File: src/rtl/input_debouncer.sv
// input_debouncer: per-bit switch/button conditioner.
// Each raw input is synchronized by two flops and accepted only after it has
// held a level different from the debounced output for STABLE_COUNT
// consecutive cycles. A level change shorter than that is discarded.
// Optional macro DEBOUNCE_EDGE_DETECT_EN builds registered rise/fall/changed
// pulses. Without it those outputs are tied to 0 and no edge registers exist.
module input_debouncer #(
  parameter int WIDTH        = 8,
  parameter int STABLE_COUNT = 1000000
) (
  input  logic             clock,
  input  logic             reset,
  input  logic [WIDTH-1:0] sw_in,
  output logic [WIDTH-1:0] sw_out,
  output logic [WIDTH-1:0] rise,
  output logic [WIDTH-1:0] fall,
  output logic             changed
);

  // The counter only has to reach STABLE_COUNT-1, so it never wraps.
  localparam int            CW   = $clog2(STABLE_COUNT + 1);
  localparam logic [CW-1:0] LAST = CW'(STABLE_COUNT - 1);

  logic [WIDTH-1:0] r_sync1;
  logic [WIDTH-1:0] r_sync2;
  logic [WIDTH-1:0] r_sw_out;
  logic [WIDTH-1:0] w_sw_next;

  // Two-flop synchronizer for the asynchronous pin levels.
  always_ff @(posedge clock) begin
    // NOTE: non-blocking assignments make r_sync2 take the previous r_sync1,
    // giving two real flop stages instead of one collapsed wire.
    if (reset) begin
      r_sync1 <= '0;
      r_sync2 <= '0;
    end else begin
      r_sync1 <= sw_in;
      r_sync2 <= r_sync1;
    end
  end

  // One independent stability counter per bit.
  for (genvar g = 0; g < WIDTH; g++) begin : g_bit
    logic [CW-1:0] r_cnt;
    logic          w_diff;
    logic          w_done;

    assign w_diff       = r_sync2[g] ^ r_sw_out[g];
    assign w_done       = w_diff && (r_cnt == LAST);
    assign w_sw_next[g] = w_done ? r_sync2[g] : r_sw_out[g];

    // Count cycles of disagreement; any agreement or an acceptance restarts.
    always_ff @(posedge clock) begin
      if (reset) begin
        r_cnt <= '0;
      end else if (!w_diff || w_done) begin
        r_cnt <= '0;
      end else begin
        r_cnt <= r_cnt + CW'(1);
      end
    end
  end

  // Debounced output register.
  always_ff @(posedge clock) begin
    if (reset) begin
      r_sw_out <= '0;
    end else begin
      r_sw_out <= w_sw_next;
    end
  end

  assign sw_out = r_sw_out;

`ifdef DEBOUNCE_EDGE_DETECT_EN
  logic [WIDTH-1:0] r_rise;
  logic [WIDTH-1:0] r_fall;
  logic             r_changed;

  // Edge pulses registered alongside sw_out so they appear in the same cycle
  // as the new level; reset loads 0 and therefore never creates a pulse.
  always_ff @(posedge clock) begin
    if (reset) begin
      r_rise    <= '0;
      r_fall    <= '0;
      r_changed <= 1'b0;
    end else begin
      r_rise    <= w_sw_next & ~r_sw_out;
      r_fall    <= ~w_sw_next & r_sw_out;
      r_changed <= |(w_sw_next ^ r_sw_out);
    end
  end

  assign rise    = r_rise;
  assign fall    = r_fall;
  assign changed = r_changed;
`else
  assign rise    = '0;
  assign fall    = '0;
  assign changed = 1'b0;
`endif

endmodule

File: config.mk
export PLATFORM = sky130hd
export DESIGN_NAME = input_debouncer
export DESIGN_NICKNAME = d
export VERILOG_FILES = /design/src/rtl/input_debouncer.sv
export SDC_FILE = /design/constraint.sdc
export NUM_CORES = 1
export LEC_CHECK = 0
export ABC_AREA = 1
export CORE_UTILIZATION = 65
export DETAILED_ROUTE_END_ITERATION = 12
export DONT_BUFFER_PORTS = 1
export GPL_ROUTABILITY_DRIVEN = 0
export PLACE_DENSITY = 0.87
export SLEW_MARGIN = 15
export SYNTH_ARGS = -nofsm -noshare
export SYNTH_HDL_FRONTEND = slang
export SYNTH_SLANG_ARGS = --single-unit
File: constraint.sdc
create_clock -name clock -period 2.75 [get_ports clock]
set_input_delay 0.275 -clock clock [delete_from_list [all_inputs] [get_ports clock]]
set_output_delay 0.275 -clock clock [all_outputs]
set_load 0.03 [all_outputs]
==> flow_metrics.env, run 1 <==
export IMPL_outcome="finished clean"
export IMPL_endpoint_kind="flop"
export IMPL_synth_mux_area_fraction_pct=0
export IMPL_drt_iter0_drc=603
export IMPL_numCtsBuffers=17
export IMPL_wire_per_inst_um=11.5
export IMPL_cts_tree="built"
export IMPL_rsz0062_at_grt="false"
export IMPL_io_pins=35
export IMPL_setup_violations=0
export IMPL_path_max_fanout=20
export IMPL_core_area_um2=13500
export IMPL_fillCellCount=1103
export IMPL_layout_drive_gt1_share_pct=5.59
export IMPL_synth_compound_area_share_pct=5.46
export IMPL_syn_area_um2=9070
export IMPL_maxCapViolations=0
export IMPL_regArea_um2=3680
export IMPL_fmax_mhz=519
export IMPL_postCtsSetupRepairBufs=0
export IMPL_clockRootBuffer="clkbuf_16"
export IMPL_initial_utilization_pct=67.4
export IMPL_synthAdderAreaFrac_pct=1.10
export IMPL_p_leak_nw=3.14
export IMPL_synthCells=1331
export IMPL_grt_overflow=0
export IMPL_synth_edff_count=0
export IMPL_io_buffers=0
export IMPL_final_hold_viol_count=0
export IMPL_async_flop_share_pct=0
export IMPL_num_vias=7971
export IMPL_path_class="reg2reg"
export IMPL_max_slew_worst_pin_slew_ps=722
export IMPL_antenna_cells=0
export IMPL_synthFlopType="dfxtp_1"
export IMPL_cp_data_arrival_time_ps=2220
export IMPL_drc=0
export IMPL_synth_top_area_share_pct=40.6
export IMPL_grt_usage_pct=26.2
export IMPL_synthToLayoutAreaGrowth_pct=8.07
export IMPL_skew_ps=6.88
export IMPL_start_kind="flop"
export IMPL_finalCritPeriodShare_pct=70.1
export IMPL_die_x_um=120
export IMPL_synth_top_family_by_area="simple AND/OR/NAND/NOR gates"
export IMPL_dp_slack_ps=836
export IMPL_grt_start_max_net_pins=21
export IMPL_tns_ps=0
export IMPL_dr_pass1_iters=6
export IMPL_wirelength_um=17700
export IMPL_slew_headroom_pct=51.7
export IMPL_layout_setup_ws_ps=824
export IMPL_ys_seq_area_share_pct=40.6
export IMPL_ys_ff_latch=184
export IMPL_post_route_min_period_ps=1930
export IMPL_clock_path_buffers=2
export IMPL_yosysWarnings=0
export IMPL_grt_pass1_wl_um=31200
export IMPL_hold_buffers=9
export IMPL_syn_avg_cell_area_um2=6.82
export IMPL_nets=1364
export IMPL_power_density_nw_per_um2=531
export IMPL_min_path_type="in2reg"
export IMPL_via_per_inst=5.19
export IMPL_ant_nets=0
export IMPL_yosys_top_cells_area="dfxtp_1 41%, nor2_1 13%, nand2_1 13%, inv_1 5.3%, nand3_1 4.6%"
export IMPL_synthSimpleGateAreaFrac_pct=38.0
export IMPL_dp_hpwl_um=12300
export IMPL_dieArea_um2=14400
export IMPL_rows=42
export IMPL_antenna_found_initial=0
export IMPL_clkTransAtPathRegs_ps=70
export IMPL_synth_xor_area_share_pct=6.66
export IMPL_cts_resized=0
export IMPL_synth_distinct_cells=31
export IMPL_grt_pass1_vias=7367
export IMPL_die_y_um=120
export IMPL_clkSinkCount=184
export IMPL_cp_required_ps=3040
export IMPL_vdd_ir_drop_worst_mv=0.519
export IMPL_htreeDepth=4
export IMPL_drv_slew=0
export IMPL_worstSkewPairLatency_ps=430
export IMPL_multi_input_area_um2=4710
export IMPL_synth_top_area_cell="dfxtp_1"
[kinds of logic (layout without fill, tap and decap cells)]
group                    count (synthesis)  in the layout
AO/OA/AOI/OAI                           92             92
XOR/XNOR                                69             69
adder cells (fa/ha/maj)                  8              8
buffers and inverters                  163            175
flip-flops                             184            184
other                                    1             17
AND/OR/NAND/NOR                        814            814
[metal layers]
metal  global-route usage (%)  up-vias  routed length [um]
met5                        0        -                   0
met4                     8.75        0                 261
met3                     5.23       26                 515
met2                     45.7      116                8550
met1                     32.1     3669                8330
li1                         -     4160                   -
[registers in the layout (all words and copies together), names as in the netlist]
| register | cells |
|---|---|
| g_bit.r_cnt | 160 |
| r_sync1 | 8 |
| r_sync2 | 8 |
| sw_out | 8 |
[through the flow]
stage,total power [mW],util (%),cell area (um2),hold slack [ps],std cells
6_report,5.20,72.9,9800,40.6,1535
5_1_grt,5.36,72.9,9800,42.4,1535
4_1_cts,5.24,72.9,9800,29.6,1535
2_1_floorplan,2.84,-,9130,382,1347
3_5_place_dp,2.83,67.8,9130,350,1494
3_3_place_gp,2.83,67.8,9130,351,1494
[worst paths after layout]
path | from | to | slack, ps | cells after the start
worst max-delay path | g_bit[7].r_cnt[0]$_SDFF_PP0_ | g_bit[7].r_cnt[15]$_SDFF_PP0_ | 820 | 6
worst min-delay path | reset | g_bit[0].r_cnt[16]$_SDFF_PP0_ | 40 | 3
worst max register to register | g_bit[7].r_cnt[0]$_SDFF_PP0_ | g_bit[7].r_cnt[15]$_SDFF_PP0_ | 820 | 6
worst min register to register | r_sync1[3]$_SDFF_PP0_ | r_sync2[3]$_SDFF_PP0_ | 400 | 2
[cell type report]
class | instances | share of cell area, %
Tap cell | 176 | 2.25
Timing Repair Buffer | 12 | 1.15
Clock inverter | 13 | 1.47
Inverter | 131 | 5.02
Multi-Input combinational cell | 1000 | 48.0
Clock buffer | 19 | 4.52
Sequential cell | 184 | 37.6
[power by group]
group / switching, mW / leakage, nW / internal (mW)
Sequential: 0.00871 / 1.49 / 2.68
Combinational: 0.0728 / 1.36 / 0.0242
Clock: 1.05 / 0.288 / 1.37
[layout by cell type (no fill, tap or decap), types with 9 or more instances in the layout]
cell type / n
a21oi_1: 66
clkbuf_16: 17
conb_1: 17
dfxtp_1: 184
dlygate4sd3_1: 9
inv_1: 129
nand2_1: 318
nand3_1: 83
nand3b_1: 12
nand4_1: 21
nor2_1: 324
nor2_2: 10
o21ai_0: 13
o21bai_1: 10
or2_0: 9
or2_2: 10
xnor2_1: 36
xor2_1: 33
[worst max-delay path: stages (launching register included)]
cell     delay (ps)
dfxtp_1         400
ha_1            210
nand2_1          90
nor3_1          330
nand3_1         130
nand2_1         510
nor2_1          110
[cell usage after synthesis (9+ instances only)]
cell and count:
a21oi_1 66, buf_4 21, dfxtp_1 184, inv_1 129
nand2_1 318, nand3_1 83, nand3b_1 12, nand4_1 21
nor2_1 324, nor2_2 10, o21ai_0 13, o21bai_1 10
or2_0 9, or2_2 10, xnor2_1 36, xor2_1 33
Power figures use the tool's default switching activity.
==> run 2: changes to the inputs <==
--- a/config.mk
+++ b/config.mk
@@ -6,11 +6,11 @@
 export NUM_CORES = 1
 export LEC_CHECK = 0
 export ABC_AREA = 1
-export CORE_UTILIZATION = 65
+export CORE_UTILIZATION = 64
 export DETAILED_ROUTE_END_ITERATION = 12
 export DONT_BUFFER_PORTS = 1
 export GPL_ROUTABILITY_DRIVEN = 0
-export PLACE_DENSITY = 0.87
+export PLACE_DENSITY = 0.86
 export SLEW_MARGIN = 15
 export SYNTH_ARGS = -nofsm -noshare
 export SYNTH_HDL_FRONTEND = slang
==> constraint.sdc (replaced) <==
create_clock -name clock -period 2.01 [get_ports clock]
set_input_delay 0.201 -clock clock [delete_from_list [all_inputs] [get_ports clock]]
set_output_delay 0.201 -clock clock [all_outputs]
set_load 0.03 [all_outputs]
==> flow_metrics.env, run 2 (synthesis results as in run 1) <==
export IMPL_outcome="finished clean"
export IMPL_final_common_cell="nor2_1"
export IMPL_io_pins=35
export IMPL_total_power_mw=7.05
export IMPL_grt_pass1_vias=7211
export IMPL_slew_headroom_pct=47.0
export IMPL_endpoint_kind="flop"
export IMPL_via_per_inst=5.12
export IMPL_drt_iter0_drc=675
export IMPL_vdd_ir_drop_worst_mv=0.664
export IMPL_core_area_um2=13900
export IMPL_p_leak_nw=3.16
export IMPL_synthToLayoutAreaGrowth_pct=8.48
export IMPL_maxCapViolations=0
export IMPL_crit_chain="ha_1, nand3_2, nor2_2, inv_2, nor2_2, nand2_1, nand2_2, nor2_1"
export IMPL_wire_per_inst_um=11.4
export IMPL_p_int_mw=5.56
export IMPL_comb_power_share_pct=1.9
export IMPL_cp_data_arrival_time_ps=1970
export IMPL_slowest_delay_ps=350
export IMPL_path_common_cell="nor2_2"
export IMPL_wirelength_um=17700
export IMPL_layout_setup_ws_ps=346
export IMPL_power_frac_clock_pct=45.9
export IMPL_dp_slack_ps=362
export IMPL_min_path_type="in2reg"
export IMPL_fmax_mhz=601
export IMPL_initial_utilization_pct=65.4
export IMPL_tns_ps=0
export IMPL_pwr_share_seq_pct=52.2
export IMPL_final_hold_viol_count=0
export IMPL_grt_usage_pct=25.7
export IMPL_cts_tree="built"
export IMPL_largest_reg_flops=160
export IMPL_grt_overflow=0
export IMPL_die_y_um=121
export IMPL_numCtsBuffers=17
export IMPL_grt_pass1_wl_um=30700
export IMPL_dr_wl_met2_um=8500
export IMPL_layout_common_cells="324 x nor2_1, 318 x nand2_1, 184 x dfxtp_1, 129 x inv_1, 83 x nand3_1"
export IMPL_drc=0
export IMPL_switching_share_pct=21.1
export IMPL_dp_hpwl_um=12500
export IMPL_critPathSlowestCell="dfxtp_1"
export IMPL_power_density_nw_per_um2=716
export IMPL_layout_drive_gt1_share_pct=5.93
export IMPL_post_route_min_period_ps=1660
export IMPL_io_buffers=0
export IMPL_wirelength_met1_um=8190
export IMPL_nets=1370
export IMPL_antenna_cells=0
export IMPL_path_class="reg2reg"
export IMPL_highest_layer="met4"
export IMPL_max_slew_worst_pin_slew_ps=792
export IMPL_rows=43
export IMPL_setup_violations=0
export IMPL_antenna_found_initial=0
export IMPL_met3_length_um=688
export IMPL_path_max_fanout=20
export IMPL_worstSkewPairLatency_ps=430
export IMPL_critical_path_buf_inv_count=1
export IMPL_htreeDepth=4
export IMPL_die_x_um=121
export IMPL_clkTransAtPathRegs_ps=60
export IMPL_drv_slew=0
export IMPL_clkSinkCount=184
export IMPL_p_switching_mw=1.49
export IMPL_cp_required_ps=2320
export IMPL_clockRootBuffer="clkbuf_16"
export IMPL_cp_top_family="simple AND/OR/NAND/NOR gates"
export IMPL_dieArea_um2=14700
export IMPL_cts_resized=0
export IMPL_ant_nets=0
export IMPL_grt_start_max_net_pins=21
export IMPL_finalCritPeriodShare_pct=82.8
export IMPL_skew_ps=5.39
export IMPL_num_vias=7914
export IMPL_rsz0062_at_grt="false"
export IMPL_start_kind="flop"
export IMPL_largest_register="g_bit.r_cnt"
export IMPL_dr_pass1_iters=6
export IMPL_clock_path_buffers=2
==> run 2: changes by cell type in the layout (fill, tap and decap cells not counted), sizes merged <==
cell,before,now
inv,134,131
clkinv,7,9
clkbuf,19,20
buf,3,9
==> run 2: layout make-up <==
type                    instances  area (um2)
clock buffers                  20         447
clock inverters                12         128
fillers                      1152        4040
inverters                     131         492
multi-input cells            1000        4710
flip-flops and latches        184        3680
well taps                     180         225
repair buffers                 18         158
==> run 2: worst min-delay path, delay by kind of cell <==
family          cells  cell delay, ps
compound gates      1              40
simple gates        2             100
buf+inv             1             150
==> run 2: path summary, 6_finish.rpt <==
path,slack (ps),endpoint,cells past startpoint,start
max,350,g_bit[2].r_cnt[10]$_SDFF_PP0_,8,g_bit[2].r_cnt[0]$_SDFF_PP0_
min,100,g_bit[7].r_cnt[13]$_SDFF_PP0_,4,reset
max reg2reg,350,g_bit[2].r_cnt[10]$_SDFF_PP0_,8,g_bit[2].r_cnt[0]$_SDFF_PP0_
min reg2reg,400,r_sync2[1]$_SDFF_PP0_,2,r_sync1[1]$_SDFF_PP0_
==> run 2: timing repair <==
| action | in CTS | in global routing |
|---|---|---|
| hold buffers | 9 | 0 |
| endpoints found under the hold margin | 19 | 0 |
| setup buffers | 0 | 0 |
==> run 2: power by group through the flow <==
stage          registers [mW]  logic [mW]  clock network (mW)
4_1_cts                  3.68       0.136                3.29
5_1_grt                  3.68       0.151                3.42
3_3_place_gp             3.76       0.114                   0
3_5_place_dp             3.76       0.116                   0
6_report                 3.68       0.136                3.24
2_1_floorplan            3.76       0.135                   0
==> run 2: through the flow <==
stage | instances | cell area [um2] | hold slack, ps | util (%)
2_1_floorplan | 1347 | 9130 | 308 | -
3_3_place_gp | 1504 | 9180 | 275 | 66.1
3_5_place_dp | 1504 | 9180 | 277 | 66.1
4_1_cts | 1545 | 9840 | 93.5 | 70.9
5_1_grt | 1545 | 9840 | 124 | 70.9
6_report | 1545 | 9840 | 105 | 70.9
==> run 2: metal layers <==
layer,global-route usage (%),vias up
li1,-,4161
met1,31.4,3547
met2,44.0,173
met3,4.93,33
met4,11.1,0
met5,0,-
==> run 3: changes to the inputs <==
==> constraint.sdc (replaced) <==
create_clock -name clock -period 1.6 [get_ports clock]
set_input_delay 0.16 -clock clock [delete_from_list [all_inputs] [get_ports clock]]
set_output_delay 0.16 -clock clock [all_outputs]
set_load 0.03 [all_outputs]
==> flow_metrics.env, run 3 (synthesis results as in run 1) <==
export IMPL_outcome="finished clean"
export IMPL_cp_required_ps=1940
export IMPL_utilization_pct=73.5
export IMPL_die_y_um=121
export IMPL_grt_pass1_wl_um=30800
export IMPL_clkSinkCount=184
export IMPL_final_common_cell="nor2_1"
export IMPL_grt_overflow=0
export IMPL_fillCellCount=1097
export IMPL_slowest_delay_ps=810
export IMPL_clkTransAtPathRegs_ps=70
export IMPL_die_x_um=121
export IMPL_rows=43
export IMPL_power_density_nw_per_um2=894
export IMPL_ant_nets=0
export IMPL_via_per_inst=5.18
export IMPL_dieArea_um2=14700
export IMPL_wirelength_um=18400
export IMPL_worstSkewPairLatency_ps=440
export IMPL_antenna_found_initial=0
export IMPL_power_frac_clock_pct=47.3
export IMPL_p_int_mw=7.18
export IMPL_largest_register="g_bit.r_cnt"
export IMPL_start_kind="input port"
export IMPL_path_class="in2reg"
export IMPL_rsz0062_at_grt="true"
export IMPL_pwr_share_seq_pct=50.6
export IMPL_drv_slew=0
export IMPL_post_route_min_period_ps=1530
export IMPL_final_hold_viol_count=0
export IMPL_cts_tree="built"
export IMPL_comb_power_share_pct=2.1
export IMPL_numCtsBuffers=17
export IMPL_dr_pass1_iters=5
export IMPL_crit_chain="dlygate4sd3_1, inv_1, buf_4, o21ai_0, a21oi_1, o21ai_2, buf_6, inv_1, nand2_1, inv_1"
export IMPL_finalCritPeriodShare_pct=95.3
export IMPL_clockRootBuffer="clkbuf_16"
export IMPL_p_switching_mw=1.95
export IMPL_largest_reg_flops=160
export IMPL_num_vias=8121
export IMPL_setup_violations=0
export IMPL_core_area_um2=13900
export IMPL_initial_utilization_pct=65.4
export IMPL_cp_top_family="buffers and inverters"
export IMPL_drt_iter0_drc=598
export IMPL_clock_path_buffers=2
export IMPL_endpoint_kind="flop"
export IMPL_p_leak_nw=3.35
export IMPL_drc=0
export IMPL_path_common_cell="inv_1"
export IMPL_max_slew_worst_pin_slew_ps=636
export IMPL_synthToLayoutAreaGrowth_pct=12.5
export IMPL_fmax_mhz=656
export IMPL_layout_common_cells="321 x nor2_1, 317 x nand2_1, 182 x dfxtp_1, 129 x inv_1, 82 x nand3_1"
export IMPL_nets=1394
export IMPL_skew_ps=6.58
export IMPL_wire_per_inst_um=11.7
export IMPL_slew_headroom_pct=57.5
export IMPL_antenna_cells=0
export IMPL_grt_usage_pct=25.8
export IMPL_path_max_fanout=16
export IMPL_layout_drive_gt1_share_pct=7.85
export IMPL_grt_start_max_net_pins=21
export IMPL_io_pins=35
export IMPL_total_power_mw=9.12
export IMPL_io_buffers=0
export IMPL_grt_pass1_vias=7386
export IMPL_tns_ps=0
export IMPL_cp_data_arrival_time_ps=1860
export IMPL_dp_hpwl_um=12600
export IMPL_htreeDepth=4
export IMPL_vdd_ir_drop_worst_mv=0.806
export IMPL_min_path_type="in2reg"
export IMPL_critical_path_buf_inv_count=6
export IMPL_switching_share_pct=21.3
export IMPL_critPathSlowestCell="dlygate4sd3_1"
export IMPL_maxCapViolations=0
-- run 3: cell types whose count changed in the layout (fill, tap and decap cells not counted), sizes merged --
cell         before  now
buf               9   23
bufinv            2    3
clkbuf           20   18
clkinv            9    8
clkinvlp          1    2
dlygate4sd3       9   16
inv             131  132
nand2           326  329
-- run 3: path summary, 6_finish.rpt --
path,from,end,slack [ps],depth (start not counted)
setup / recovery,reset,g_bit[3].r_cnt[16]$_SDFF_PP0_,70,10
hold / removal,reset,g_bit[2].r_cnt[5]$_SDFF_PP0_,80,3
setup reg to reg,g_bit[5].r_cnt[1]$_SDFF_PP0_,g_bit[5].r_cnt[11]$_SDFF_PP0_,90,8
hold reg to reg,r_sync1[3]$_SDFF_PP0_,r_sync2[3]$_SDFF_PP0_,410,2
-- run 3: layer usage --
metal / GRT usage [%] / vias up / share of wire (%)
met3: 5.64 / 39 / 4.2
met1: 30.6 / 3684 / 46
met2: 45.3 / 185 / 47
li1: - / 4213 / -
met5: 0 / - / 0
met4: 10.0 / 0 / 2.2
-- run 3: layout make-up --
type	instances	area [um2]	share of cell area, %
Clock buffer	18	439	4.30
Clock inverter	14	175	1.72
Inverter	131	492	4.82
Multi-Input combinational cell	1003	4820	47.3
Sequential cell	184	3690	36.1
Tap cell	180	225	2.21
Timing Repair Buffer	39	362	3.54
-- run 3: worst register-to-register path: stages, from the launching register on --
cell	delay, ps
dfxtp_1	360
ha_1	190
nand2_2	90
nor2_4	160
nand2_4	90
nor2_4	140
nand2_2	130
nand2_8	160
a21oi_1	70
-- run 3: power by group through the flow --
stage                     Sequential [mW]  Combinational [mW]  Clock [mW]
after floorplan                      4.72               0.170           0
after global placement               4.72               0.153           0
after detailed placement             4.72               0.155           0
after CTS                            4.62               0.187        4.38
after global routing                 4.62               0.215        4.56
final                                4.62               0.195        4.31
-- run 3: through the flow --
stage          setup slack [ps]  std cells  area (um2)  hold WS, ps
2_1_floorplan               132       1347        9130          267
3_3_place_gp               82.9       1518        9310          234
3_5_place_dp              -1.23       1518        9310          235
4_1_cts                    5.23       1566       10100         71.6
5_1_grt                   -35.7       1569       10200          102
6_report                   74.9       1569       10200         76.9
-- run 3: repair_timing --
action                                  CTS  global route
buffers inserted                          0             0
hold buffers                             16             0
cloned                                    0             3
pin swaps                                 0             1
endpoints found under the setup margin    7           100
resized for setup                         1            22
endpoints found under the hold margin    21             0
